$ cat config.mk
export PLATFORM = sky130hd
export DESIGN_NAME = pattern_tx_serializer
export DESIGN_NICKNAME = d
export VERILOG_FILES = /design/src/rtl/pattern_tx_serializer.sv
export SDC_FILE = /design/constraint.sdc
export NUM_CORES = 1
export LEC_CHECK = 0
export ABC_AREA = 1
export BUFFER_PORTS_ARGS = -buffer_cell sky130_fd_sc_hd__buf_2
export CORE_MARGIN = 4
export CORE_UTILIZATION = 35
export CTS_CLUSTER_SIZE = 25
export DETAILED_ROUTE_END_ITERATION = 6
export HOLD_SLACK_MARGIN = 0.15
export PLACE_DENSITY = 0.64
export REMOVE_ABC_BUFFERS = 1
export SLEW_MARGIN = 25
export SYNTH_ARGS = -nofsm -noshare
export SYNTH_HDL_FRONTEND = slang
export SYNTH_SLANG_ARGS = --single-unit
$ cat constraint.sdc
create_clock -name Clock -period 1.2 [get_ports Clock]
set_input_delay 0 -clock Clock [delete_from_list [all_inputs] [get_ports Clock]]
set_output_delay 0 -clock Clock [all_outputs]
set_load 0.01 [all_outputs]
$ cat src/rtl/pattern_tx_serializer.sv
// rtl/pattern_tx_serializer.sv - serial pattern transmitter, MSB first, repeated N times
// Optional inter-repetition idle gap enabled by defining GAP_INSERT_EN.
module pattern_tx_serializer #(
  parameter int PAT_W   = 4,
  parameter int CNT_W   = 4,
  parameter int GAP_LEN = 2
) (
  input  logic             Clock,
  input  logic             Reset,
  input  logic             Start,
  input  logic [PAT_W-1:0] Pattern_in,
  input  logic [CNT_W-1:0] Repeat,
  output logic             Dout,
  output logic             Valid,
  output logic             Busy,
  output logic             Done
);

  localparam int BIT_W = (PAT_W > 2) ? $clog2(PAT_W) : 1;
  localparam logic [BIT_W-1:0] LAST_BIT = BIT_W'(PAT_W - 1);

`ifdef GAP_INSERT_EN
  localparam int GAP_W = (GAP_LEN > 1) ? $clog2(GAP_LEN) : 1;
  localparam logic [GAP_W-1:0] LAST_GAP = GAP_W'(GAP_LEN - 1);

  typedef enum logic [1:0] {
    IDLE = 2'd0,
    SEND = 2'd1,
    GAP  = 2'd2,
    DONE = 2'd3
  } state_t;
`else
  typedef enum logic [1:0] {
    IDLE = 2'd0,
    SEND = 2'd1,
    DONE = 2'd3
  } state_t;
`endif

  state_t           state_q, state_d;
  logic [PAT_W-1:0] pat_q, pat_d;
  logic [PAT_W-1:0] shreg_q, shreg_d;
  logic [BIT_W-1:0] bit_q, bit_d;
  logic [CNT_W-1:0] rem_q, rem_d;
  logic             dout_q, dout_d;
  logic             valid_q, valid_d;
  logic             busy_q, busy_d;
  logic             done_q, done_d;
`ifdef GAP_INSERT_EN
  logic [GAP_W-1:0] gap_q, gap_d;
`endif

  // shreg holds the bits still to be sent; its MSB is the next bit onto the line
  always_comb begin
    state_d = state_q;
    pat_d   = pat_q;
    shreg_d = shreg_q;
    bit_d   = bit_q;
    rem_d   = rem_q;
    dout_d  = 1'b0;
    valid_d = 1'b0;
    busy_d  = 1'b0;
    done_d  = 1'b0;
`ifdef GAP_INSERT_EN
    gap_d   = gap_q;
`endif

    case (state_q)
      IDLE: begin
        if (Start) begin
          if (Repeat != '0) begin
            state_d = SEND;
            pat_d   = Pattern_in;
            shreg_d = {Pattern_in[PAT_W-2:0], 1'b0};
            bit_d   = '0;
            rem_d   = Repeat;
            dout_d  = Pattern_in[PAT_W-1];
            valid_d = 1'b1;
            busy_d  = 1'b1;
          end else begin
            state_d = DONE;
            busy_d  = 1'b1;
            done_d  = 1'b1;
          end
        end
      end

      SEND: begin
        busy_d = 1'b1;
        if (bit_q != LAST_BIT) begin
          dout_d  = shreg_q[PAT_W-1];
          valid_d = 1'b1;
          shreg_d = {shreg_q[PAT_W-2:0], 1'b0};
          bit_d   = bit_q + 1'b1;
        end else begin
          bit_d = '0;
          rem_d = rem_q - 1'b1;
          if (rem_q != CNT_W'(1)) begin
`ifdef GAP_INSERT_EN
            state_d = GAP;
            gap_d   = '0;
`else
            dout_d  = pat_q[PAT_W-1];
            valid_d = 1'b1;
            shreg_d = {pat_q[PAT_W-2:0], 1'b0};
`endif
          end else begin
            state_d = DONE;
            busy_d  = 1'b0;
            done_d  = 1'b1;
          end
        end
      end

`ifdef GAP_INSERT_EN
      GAP: begin
        busy_d = 1'b1;
        if (gap_q == LAST_GAP) begin
          state_d = SEND;
          dout_d  = pat_q[PAT_W-1];
          valid_d = 1'b1;
          shreg_d = {pat_q[PAT_W-2:0], 1'b0};
        end else begin
          gap_d = gap_q + 1'b1;
        end
      end
`endif

      DONE: begin
        state_d = IDLE;
      end

      default: begin
        state_d = IDLE;
      end
    endcase
  end

  always_ff @(posedge Clock or negedge Reset) begin
    if (!Reset) begin
      state_q <= IDLE;
      pat_q   <= '0;
      shreg_q <= '0;
      bit_q   <= '0;
      rem_q   <= '0;
      dout_q  <= 1'b0;
      valid_q <= 1'b0;
      busy_q  <= 1'b0;
      done_q  <= 1'b0;
`ifdef GAP_INSERT_EN
      gap_q   <= '0;
`endif
    end else begin
      state_q <= state_d;
      pat_q   <= pat_d;
      shreg_q <= shreg_d;
      bit_q   <= bit_d;
      rem_q   <= rem_d;
      dout_q  <= dout_d;
      valid_q <= valid_d;
      busy_q  <= busy_d;
      done_q  <= done_d;
`ifdef GAP_INSERT_EN
      gap_q   <= gap_d;
`endif
    end
  end

  assign Dout  = dout_q;
  assign Valid = valid_q;
  assign Busy  = busy_q;
  assign Done  = done_q;

endmodule

==> metrics.csv <==
stage,metric,value,unit
critical_path,worst-endpoint-required,1.45,ns
sta,slew-limit-headroom,70.42,%
power,p_sw,1.392,mW
grt,grt_max_degree,20,
cells_and_area,nets,189,
cts,cts-root-buf,clkbuf_4,
yosys,syn_area,999.7,um^2
yosys,synth-seq-cells,19,
power,total_power,3.474,mW
critical_path,arrival,1.44,ns
place,port_buffers,14,
critical_path,cp_max_fo,6,
cts,cts_tree,done,
power,power_frac_clock,9.6,%
job,drv_cap,0,
routing,totalWireLength,2369,um
floorplan,io_pins,15,
power,peakVddDrop,0.001389,V
power,power_leakage,0.7492,nW
sta,clock.fmax,835.0,MHz
routing,drc,0,
sta,finalCritPeriodShare,99.80,%
cts,clock_sinks,19,
sta,slew_viol_final,0,
grt,grt_pass1_vias,914,
sta,setup_violations,0,
grt,grt_first_pass_wirelength,4160,um
cts,clkTransAtPathRegs,0.11,ns
cells_and_area,n_antenna_cell,0,
yosys,synth_edf_count,0,
grt,antenna_found_initial,0,
cts,clockBufferDepth,2,
cells_and_area,nFillCells,233,
routing,dr.pass1.iters,4,
worst_hold_path,hold_path_class,in2async,
sta,rsz0062_at_grt,yes,
routing,ant_nets,0,
yosys,syn_area_per_cell,8.128,um^2
yosys,async_flop_share,100.0,%
cts,cts_buffers,3,
place,place_ws,-0.06507,ns
power,intPower,2.082,mW
place,dpl.hpwl,1672,um
cells_and_area,drive_gt1_share,42.53,%
yosys,synth_cell_types,22,
critical_path,startpoint_type,flip-flop,
floorplan,rows,19,
cts,clk_latency,0.30,ns
sta,fin_worst_skew,0.002089,ns
power,p_comb_share,58.0,%
power,share_seq_of_total_power,32.4,%
place,globalplace.congestion,0.8702,
power,power_density,2324,mW/mm^2
routing,dr_total_vias,972,
sta,worstMarginPinSlew,0.4438,ns
yosys,syn_inst,123,
cells_and_area,layout.cells.non_filler,205,
routing,viasPerCell,4.741,
cts,htreeDepth,1,
grt,grt_overflow,0,
cells_and_area,area_growth,49.56,%
place,placedCellCount,185,
sta,whs,0.1623,ns
floorplan,die-area,0.003775,mm^2
critical_path,critPathKind,reg2reg,
yosys,synthFlopType,dfrtp_1,
yosys,yosys_warnings,0,
yosys,ys_seq_area_share,47.56,%
floorplan,core-area,0.002734,mm^2
sta,min_period,1.198,ns
routing,wl_per_cell,11.56,um
cells_and_area,fin_area,0.001495,mm^2
sta,hold_violations,0,
outcome,outcome,"finished, final reports clean",
routing,drtIter0Drc,27,
place,placement.cell_area,0.001232,mm^2
floorplan,die_x,61.45,um
critical_path,end_kind,flip-flop,
sta,final.setup.worst_slack,0.002346,ns
floorplan,start_util,36.57,%
power,swShare,40.07,%
floorplan,die_h,61.45,um
grt,grtUsageTotal,14.58,%
cells in the mapped netlist, types with 2 or more instances:
cell	number	share of area (%)
inv_2	2	0.75
o21ai_0	5	2.5
nand2_1	46	17
dfrtp_1	19	48
ha_1	3	3.8
nor2_1	7	2.6
nand2_2	2	1.3
nand3_1	10	5.0
o21ai_1	7	3.5
inv_1	8	3.0
o21ai_2	3	2.6
registers in the layout (all words and copies together), names as in the netlist:
| name | flops |
|---|---|
| Busy | 1 |
| bit_q | 2 |
| state_q | 2 |
| shreg_q | 3 |
| Dout | 1 |
| pat_q | 4 |
| Valid | 1 |
| rem_q | 4 |
| Done | 1 |
worst paths after layout:
path | startpoint | end | slack [ns] | cells after the start
setup / recovery | state_q[1] | shreg_q[2] | 0.002 | 5
hold / removal | Reset | Dout | 0.16 | 2
setup reg to reg | state_q[1] | shreg_q[2] | 0.002 | 5
hold reg to reg | pat_q[0] | pat_q[0] | 0.50 | 2
max in group asynchronous | Reset | state_q[0] | 0.71 | 2
min in group Clock | Pattern_in[1] | pat_q[1] | 0.47 | 4
timing repair:
item	4_1_cts	5_1_grt
setup endpoints to repair	8	13
hold buffers	10	0
pin swaps	12	10
gates resized for setup	11	19
buffers inserted	2	5
gates cloned	1	0
endpoints found under the hold margin	34	0
worst max-delay path: stages, from the launching register on:
cell	delay, ns
dfrtp_2	0.49
nor3_4	0.26
nand2_2	0.16
nand2_2	0.12
nand2_1	0.06
nand2_1	0.06
cell families after synthesis:
group	share of synthesized area (%)
simple gates	34.04
compound gates	8.636
flops	47.56
fa+ha+maj	3.755
buf+inv	6.008
area by class of cell:
cell class	count	area (um^2)	area share [%]
well taps	31	38.79	2.594
inverters	12	52.55	3.515
flip-flops and latches	19	479.2	32.05
multi-input cells	92	546.8	36.57
repair buffers	47	350.3	23.43
clock buffers	3	22.52	1.506
clock inverters	1	5.005	0.3347
per-layer routing:
metal | global-route usage [%] | wire [um]
met1 | 20.67 | 1096
met2 | 22.96 | 1141
met3 | 1.887 | 85
met4 | 4.848 | 46
met5 | 0 | 0
power groups by stage:
stage                     Sequential, mW  Combinational, mW  Clock, mW
final                               1.13               2.01      0.332
after floorplan                     1.09              0.922          0
after detailed placement            1.08               1.61          0
after global placement              1.07               1.57          0
after CTS                           1.09               1.72      0.346
after global routing                1.17               2.27      0.380
cell usage in the layout, fill, tap and decap left out, types with 3 or more instances in the layout:
cell type / instances
buf_2: 14
nor2_2: 3
nand2_1: 45
o21ai_1: 7
inv_1: 5
dfrtp_1: 16
nand3_1: 9
inv_2: 4
buf_4: 21
o21ai_0: 3
dlygate4sd3_1: 10
nand2_2: 3
o21ai_2: 4
inv_4: 3
dfrtp_2: 3
nor2_1: 4
clkbuf_4: 3
through the flow:
step | utilization, % | setup TNS [ns]
floorplan | - | -0.1230
CTS | 51.21 | -0.02888
global route | 54.69 | -0.3957
detailed placement | 45.08 | -0.1848
finish | 54.69 | 0
global placement | 45.08 | -0.07714
No activity file was read; power rests on OpenSTA's default activity.
